**config.mk**
```make
export PLATFORM = sky130hd
export DESIGN_NAME = tbird_light_sequencer
export DESIGN_NICKNAME = d
export VERILOG_FILES = /design/src/rtl/tbird_light_sequencer.sv
export SDC_FILE = /design/constraint.sdc
export NUM_CORES = 1
export LEC_CHECK = 0
export ABC_AREA = 1
export CORE_MARGIN = 1
export CORE_UTILIZATION = 46
export DETAILED_ROUTE_END_ITERATION = 16
export PLACE_DENSITY = 0.72
export RECOVER_POWER = 100
export SETUP_SLACK_MARGIN = 0.05
export SLEW_MARGIN = 25
export SYNTH_ARGS = -nofsm -noshare
export SYNTH_HDL_FRONTEND = slang
export SYNTH_SLANG_ARGS = --single-unit
```
**constraint.sdc**
```tcl
create_clock -name Clock -period 1.2 [get_ports Clock]
set_input_delay 0.12 -clock Clock [delete_from_list [all_inputs] [get_ports Clock]]
set_output_delay 0.12 -clock Clock [all_outputs]
set_load 0.01 [all_outputs]
```
**src/rtl/tbird_light_sequencer.sv**
```systemverilog
// rtl/tbird_light_sequencer.sv - Thunderbird tail-light turn/hazard sequencer
//
// Sequences three lamps per side outward for a turn request, or lights all
// six lamps together for hazard, with one prescaled tick per lamp step.
// Optional brake overlay: define TBIRD_BRAKE_EN.
//
// Parameters:
//   TICK_DIV  clocks per lamp step (2..255)
// Ports:
//   Clock          system clock, rising edge
//   Clear          asynchronous active-low reset
//   Left, Right    turn requests (synchronous levels)
//   Hazard         hazard request (synchronous level)
//   Brake          brake request, only used with TBIRD_BRAKE_EN
//   LA, LB, LC     left lamps, inner to outer
//   RA, RB, RC     right lamps, inner to outer
//   Busy           high whenever the sequencer is not idle

module tbird_light_sequencer #(
    parameter int TICK_DIV = 4
) (
    input  logic Clock,
    input  logic Clear,
    input  logic Left,
    input  logic Right,
    input  logic Hazard,
    input  logic Brake,
    output logic LA,
    output logic LB,
    output logic LC,
    output logic RA,
    output logic RB,
    output logic RC,
    output logic Busy
);

    typedef enum logic [2:0] {
        IDLE = 3'd0,
        L1   = 3'd1,
        L2   = 3'd2,
        L3   = 3'd3,
        R1   = 3'd4,
        R2   = 3'd5,
        R3   = 3'd6,
        HZ   = 3'd7
    } state_t;

    localparam logic [7:0] TICK_MAX = 8'(TICK_DIV - 1);

    state_t     state;
    state_t     nxt;
    logic [7:0] cnt;
    logic [7:0] cnt_nxt;
    logic       tick;
    logic [5:0] lamps_nxt;   // {LA, LB, LC, RA, RB, RC}

    assign tick = (cnt == TICK_MAX);

    // Next state and prescaler. IDLE reacts every clock; turn steps wait for
    // the tick, except that hazard preempts a turn immediately and restarts
    // the prescaler so the hazard flash gets a full step.
    always_comb begin
        nxt     = state;
        cnt_nxt = cnt;
        case (state)
            IDLE: begin
                cnt_nxt = 8'd0;
                if (Hazard || (Left && Right)) begin
                    nxt = HZ;
                end else if (Left) begin
                    nxt = L1;
                end else if (Right) begin
                    nxt = R1;
                end
            end
            L1, L2, L3, R1, R2, R3: begin
                if (Hazard) begin
                    nxt     = HZ;
                    cnt_nxt = 8'd0;
                end else if (tick) begin
                    cnt_nxt = 8'd0;
                    case (state)
                        L1:      nxt = L2;
                        L2:      nxt = L3;
                        R1:      nxt = R2;
                        R2:      nxt = R3;
                        default: nxt = IDLE;
                    endcase
                end else begin
                    cnt_nxt = cnt + 8'd1;
                end
            end
            HZ: begin
                if (tick) begin
                    nxt     = IDLE;
                    cnt_nxt = 8'd0;
                end else begin
                    cnt_nxt = cnt + 8'd1;
                end
            end
            default: begin
                nxt     = IDLE;
                cnt_nxt = 8'd0;
            end
        endcase
    end

    // Lamp decode from the next state so lamps change on the same edge.
    always_comb begin
        lamps_nxt = 6'b000_000;
        case (nxt)
            L1:      lamps_nxt = 6'b100_000;
            L2:      lamps_nxt = 6'b110_000;
            L3:      lamps_nxt = 6'b111_000;
            R1:      lamps_nxt = 6'b000_100;
            R2:      lamps_nxt = 6'b000_110;
            R3:      lamps_nxt = 6'b000_111;
            HZ:      lamps_nxt = 6'b111_111;
            default: lamps_nxt = 6'b000_000;
        endcase
`ifdef TBIRD_BRAKE_EN
        // Brake lights every side that is not sequencing; hazard already
        // has everything on.
        if (Brake) begin
            case (nxt)
                IDLE:         lamps_nxt = 6'b111_111;
                L1, L2, L3:   lamps_nxt[2:0] = 3'b111;
                R1, R2, R3:   lamps_nxt[5:3] = 3'b111;
                default:      lamps_nxt = lamps_nxt;
            endcase
        end
`endif
    end

`ifndef TBIRD_BRAKE_EN
    logic unused_brake;
    assign unused_brake = Brake;
`endif

    always_ff @(posedge Clock or negedge Clear) begin
        if (!Clear) begin
            state <= IDLE;
            cnt   <= 8'd0;
            {LA, LB, LC, RA, RB, RC} <= 6'b000_000;
            Busy  <= 1'b0;
        end else begin
            state <= nxt;
            cnt   <= cnt_nxt;
            {LA, LB, LC, RA, RB, RC} <= lamps_nxt;
            Busy  <= (nxt != IDLE);
        end
    end

endmodule

```
Word-level counts from Yosys, hierarchy flattened
Cells that the tools add are included.
{"block": "totals", "regBits": 18, "out_inout_bits": 7, "word_cells": 42}
{"block": "classes", "n_addsub": 1, "n_eq_ne": 15, "muxes": 12, "n_reduce_logical": 5}
{"operator": "6-bit one-hot mux with 7 select lines", "count": 1}
{"operator": "3-bit == test, second input constant", "count": 8}
{"operator": "8-bit one-hot mux with 3 select lines", "count": 1}
{"operator": "3-bit two-way mux", "count": 6}
{"operator": "8-bit two-way mux", "count": 2}
{"operator": "3-bit by 2-bit == test with 1-bit output, second input constant", "count": 4}
{"operator": "3-bit one-hot mux with 4 select lines", "count": 1}
{"operator": "3-bit one-hot mux with 3 select lines", "count": 1}
{"operator": "8-bit by 1-bit adder with 8-bit output, second input constant", "count": 1}
{"operator": "8-bit by 2-bit == test with 1-bit output, second input constant", "count": 1}
{"operator": "3-bit by 1-bit == test with 1-bit output, second input constant", "count": 2}
{"operator": "6-bit OR reduction", "count": 1}
{"operator": "3-bit logical NOT", "count": 1}
{"operator": "3-bit nonzero test", "count": 1}
{"operator": "1-bit logical AND", "count": 1}
{"operator": "1-bit logical OR", "count": 1}

Logic depth before layout (Yosys ltp)
{"block": "logic_depth", "depth_word": 7, "ltp_mapped": 10, "mapped_depth_nobuf": 10}

Least setup slack after synthesis
OpenSTA, ideal clock, no wires.
{"block": "synth_path", "kind": "register to register", "from": "reg cnt[0]", "to": "reg LA", "setup_ps": 118, "arrival_time_ps": 1210, "t_required_ps": 1082, "path_slack_ps": -128, "path_stages_with_launch": 11, "n_path_buf": 0, "period_less_slack_ps": 1328, "path_cell_list": "dfrtp_1 > ha_1 > nand2_1 > nor2_1 > nand2_2 > nand2_1 > nand3_1 > nand2_2 > inv_2 > nand2_1 > nand2_1"}
{"block": "synth_via", "elab_chain_cells": 6, "word_cells_on_any_way": 13, "classes_between": "eq/ne (8); mux (5)"}
{"item": "from (decl)", "line_no": "52", "rtl": "logic [7:0] cnt;"}
{"item": "from (signal assigned)", "line_no": "148", "rtl": "cnt <= cnt_nxt;"}
{"item": "8-bit by 2-bit == test with 1-bit output *", "line_no": "57", "rtl": "assign tick = (cnt == TICK_MAX);"}
{"item": "3-bit two-way mux", "line_no": "80", "rtl": "end else if (tick) begin"}
{"item": "3-bit two-way mux", "line_no": "77", "rtl": "if (Hazard) begin"}
{"item": "3-bit one-hot mux with 3 select lines *", "line_no": "65", "rtl": "case (state)"}
{"item": "via nxt[1]", "line_no": "51", "rtl": "state_t nxt;"}
{"item": "3-bit == test, or another cell as far along", "line_no": "111", "rtl": "case (nxt)"}
{"item": "6-bit one-hot mux with 7 select lines *", "line_no": "111"}
{"item": "via lamps_nxt[5]", "line_no": "55", "rtl": "logic [5:0] lamps_nxt;"}
{"item": "to (signal assigned)", "line_no": "149", "rtl": "{LA, LB, LC, RA, RB, RC} <= lamps_nxt;"}
{"item": "to (decl)", "line_no": "28", "rtl": "output logic LA,"}
Mark *: on every way through the listed nets, which the timed path passes. The rest lies on a longest branch.

Final worst setup path
{"block": "layout_path", "from": "reg cnt[1]", "to": "reg LB"}
{"block": "layout_via", "elab_chain_cells": 6, "word_cells_on_any_way": 13, "classes_between": "eq/ne (8); mux (5)"}
{"item": "8-bit by 2-bit == test with 1-bit output *", "line_no": "57"}
{"item": "3-bit two-way mux", "line_no": "80"}
{"item": "3-bit two-way mux", "line_no": "77"}
{"item": "3-bit one-hot mux with 3 select lines *", "line_no": "65"}
{"item": "3-bit == test, or another cell as far along", "line_no": "111"}
{"item": "6-bit one-hot mux with 7 select lines *", "line_no": "111"}
{"item": "via lamps_nxt[4]", "line_no": "55"}
{"item": "to (signal assigned)", "line_no": "149"}
{"item": "to (decl)", "line_no": "29", "rtl": "output logic LB,"}
Marks and branches as above.

==> run metrics <==
Vias/cell=4.733; status=finished with violations; top cell type's share of synthesized area=49.71%; antenna cells=0; Setup CP Type=register to register; Worst-path clk slew=0.11 ns; Final WS setup=-0.1320 ns; first-pass detailed-route iteration total=4; worst slew pin tran=0.4195 ns; Final Instance Area=1232 um2; Clock Tree Buf Depth=2; Rows=15; GRT Total Usage=21.25%; DR vias=814; fin nets=155; critical path endpoint=LB$_DFF_PN0_; placed cell areas=1126 um2; Ys Warns=0; TritonCTS Buffers=3; Slew Limit Headroom=72.04%; Most common cell on crit path=nand2_2; residual DRC count=0; clock group share of total power=12.6%; largest net degree at the start of global routing=18; post-layout power=0.002426 W; Final period util=111.0%; DP Wirelength=1309 um; Avg Cell Area, Syn=7.710 um2; top cells by area, synth=dfrtp_1 (50%), nand2_1 (14%), nor2_1 (7.5%), inv_1 (7.0%), nand3_1 (4.1%); Post-Syn Nets=118; FILL cells=140; Switching Fraction=40.47%; Sequential Power Share=35.9%; wire per inst=10.97 um; CTS tree=built; footprint of the multi-input gates=424.2 um2; Core ar.=1727 um2; Final Critical Period=1.332 ns; area delta synth->final=44.01%; Hold WC Path Type=input pin to asynchronous set/reset pin; Sum Neg Setup Slack=-1.287 ns; failing checks=negative setup slack; highest clock rate=750.8 MHz; quantity of hold-fixing buffers added after cts=0; VDD IR max=1.252 mV; Sw Pwr=0.0009820 W; CP startpoint kind=register; Synth cell types=18; CP Max Fanout=6; chip height=45.14 um; number of global-route vias before repair=772; H-Tree Depth=1; Reg area=429.2 um2; RR Endpoint=LB$_DFF_PN0_; Routed WL=1887 um; Top Ports=13; post-synth top area cell=dfrtp_1; antenna violations before repair=0; crit-path cells=ha_4 > nand2_2 > nor2_2 > nand2_2 > nand2_2 > nand2_2 > a21oi_4 > nand2_1 > nand2_1; clock sinks=17; pre-CTS setup slack=-0.2713 ns; required time worst endpoint=1.43 ns; 1st-iter DRT viols=11; layout cells sized above 1=35.37%; max-cap violation count=0; slowest cell on the critical path=dfrtp_1; count of final setup violators=16; Int Pwr=0.001444 W; Crit. End Element=register; RSZ-0062 raised after global routing=true; delay of the slowest critical-path stage=0.40 ns; I/O Buffers=11; PwrDens=1969 nW/um2; cell area after synthesis=855.8 um2; fin. max-slew vios=0; worst r2r src=cnt[1]$_DFF_PN0_; Final Core Density=71.38%; GRT overflow=0; first-pass GRT wire length=3125 um; Pleak=0.6193 nW; Seq cells post-synth=17; ANT nets after route=0; R2R cell count=9; Critical Path Start=cnt[1]$_DFF_PN0_; Post-Route Skew=0.009962 ns; Root Buffer=clkbuf_4; cells after synthesis=111; Clk Latency, worst-skew pair=0.29 ns; worst path arrival time=1.56 ns; die area=2037 um2; die width=45.14 um; initial core utilization=49.57%; final hold vios=0; post-synthesis sequential area ratio=49.71%; flop-to-flop setup slack=-0.13 ns; GPL Wtd Cong=0.8386; Logic pwr share=51.5%
[worst min-delay path by stage]
stage               slack, ns   from                to
global route             0.34  Clear  cnt[0]$_DFF_PN0_
global placement         0.46  Clear  cnt[1]$_DFF_PN0_
floorplan               -0.18  Clear    Busy$_DFF_PN0_
CTS                      0.15  Clear  cnt[1]$_DFF_PN0_
detailed placement       0.47  Clear  cnt[1]$_DFF_PN0_
finish                   0.28  Clear  cnt[0]$_DFF_PN0_
[state kept, by name, summed over array words and instances, names as in the netlist]
name,count
RB,1
RA,1
state,2
LC,1
Busy,1
LA,1
RC,1
cnt,8
LB,1
[metal layers]
layer / track usage [%] / wire [um]
met1: 26.60 / 796
met2: 34.49 / 975
met3: 4.000 / 70
met4: 11.52 / 45
met5: 0 / 0
[layout by cell type (no fill, tap or decap), types with 2 or more instances in the layout]
cell,n
nand2_1,29
buf_4,20
dfrtp_1,14
nor2_1,13
inv_1,13
nand2_2,9
dlygate4sd2_1,7
nor2_2,4
inv_2,4
nand3_2,4
a21oi_1,4
dfrtp_2,3
nand3_1,3
clkbuf_4,3
clkdlybuf4s50_1,3
nor3b_1,2
[layout make-up]
type	instances	area share [%]
sequential	17	34.82
multi-input combinational	77	34.42
timing repair buffer	32	20.81
inverter	17	5.178
tap	25	2.538
clock buffer	3	1.827
clock inverter	1	0.4061
[critical path, delay by kind of cell (launching register included)]
| family | cells | cell delay, ns |
|---|---|---|
| adders and majority gates | 1 | 0.16 |
| and+or+nand+nor | 7 | 0.51 |
| DFF | 1 | 0.40 |
| AOI/OAI and AO/OA | 1 | 0.19 |
[cell usage after synthesis]
master	n
dfrtp_1	17
nor2_1	17
and3_1	1
nand3_1	7
o31ai_1	1
inv_1	16
xnor2_1	1
ha_1	1
inv_2	1
xor2_1	1
a21oi_4	1
o21ai_0	1
nor3b_1	2
a21oi_1	4
nand2_1	33
nand4_1	1
nand2_2	5
nor2_2	1
[power by group through the flow]
stage	Clock [W]	Sequential (W)	Combinational, W
3_3_place_gp	0	0.000878	0.00111
3_5_place_dp	0	0.000889	0.00113
4_1_cts	0.000313	0.000866	0.00116
6_report	0.000306	0.000870	0.00125
5_1_grt	0.000335	0.000891	0.00140
2_1_floorplan	0	0.000927	0.000619
[repair_timing]
action | 4_1_cts | 5_1_grt
setup endpoints to repair | 24 | 18
buffers inserted | 2 | 4
endpoints found under the hold margin | 0 | 0
pin swaps | 4 | 5
gates cloned | 0 | 0
gates resized for setup | 16 | 9
[cell families after synthesis]
logic type      share of synthesized area [%]
simple gates                            33.63
buf+inv                                 7.456
flops                                   49.71
compound gates                          5.702
xor+xnor                                2.047
fa+ha+maj                               1.462
[stage by stage]
| step | std cells | hold slack [ns] |
|---|---|---|
| floorplan | 111 | -0.1756 |
| global placement | 162 | 0.4597 |
| detailed placement | 162 | 0.4653 |
| CTS | 168 | 0.1483 |
| global route | 172 | 0.3429 |
| finish | 172 | 0.2796 |
Power figures use the tool's default switching activity.
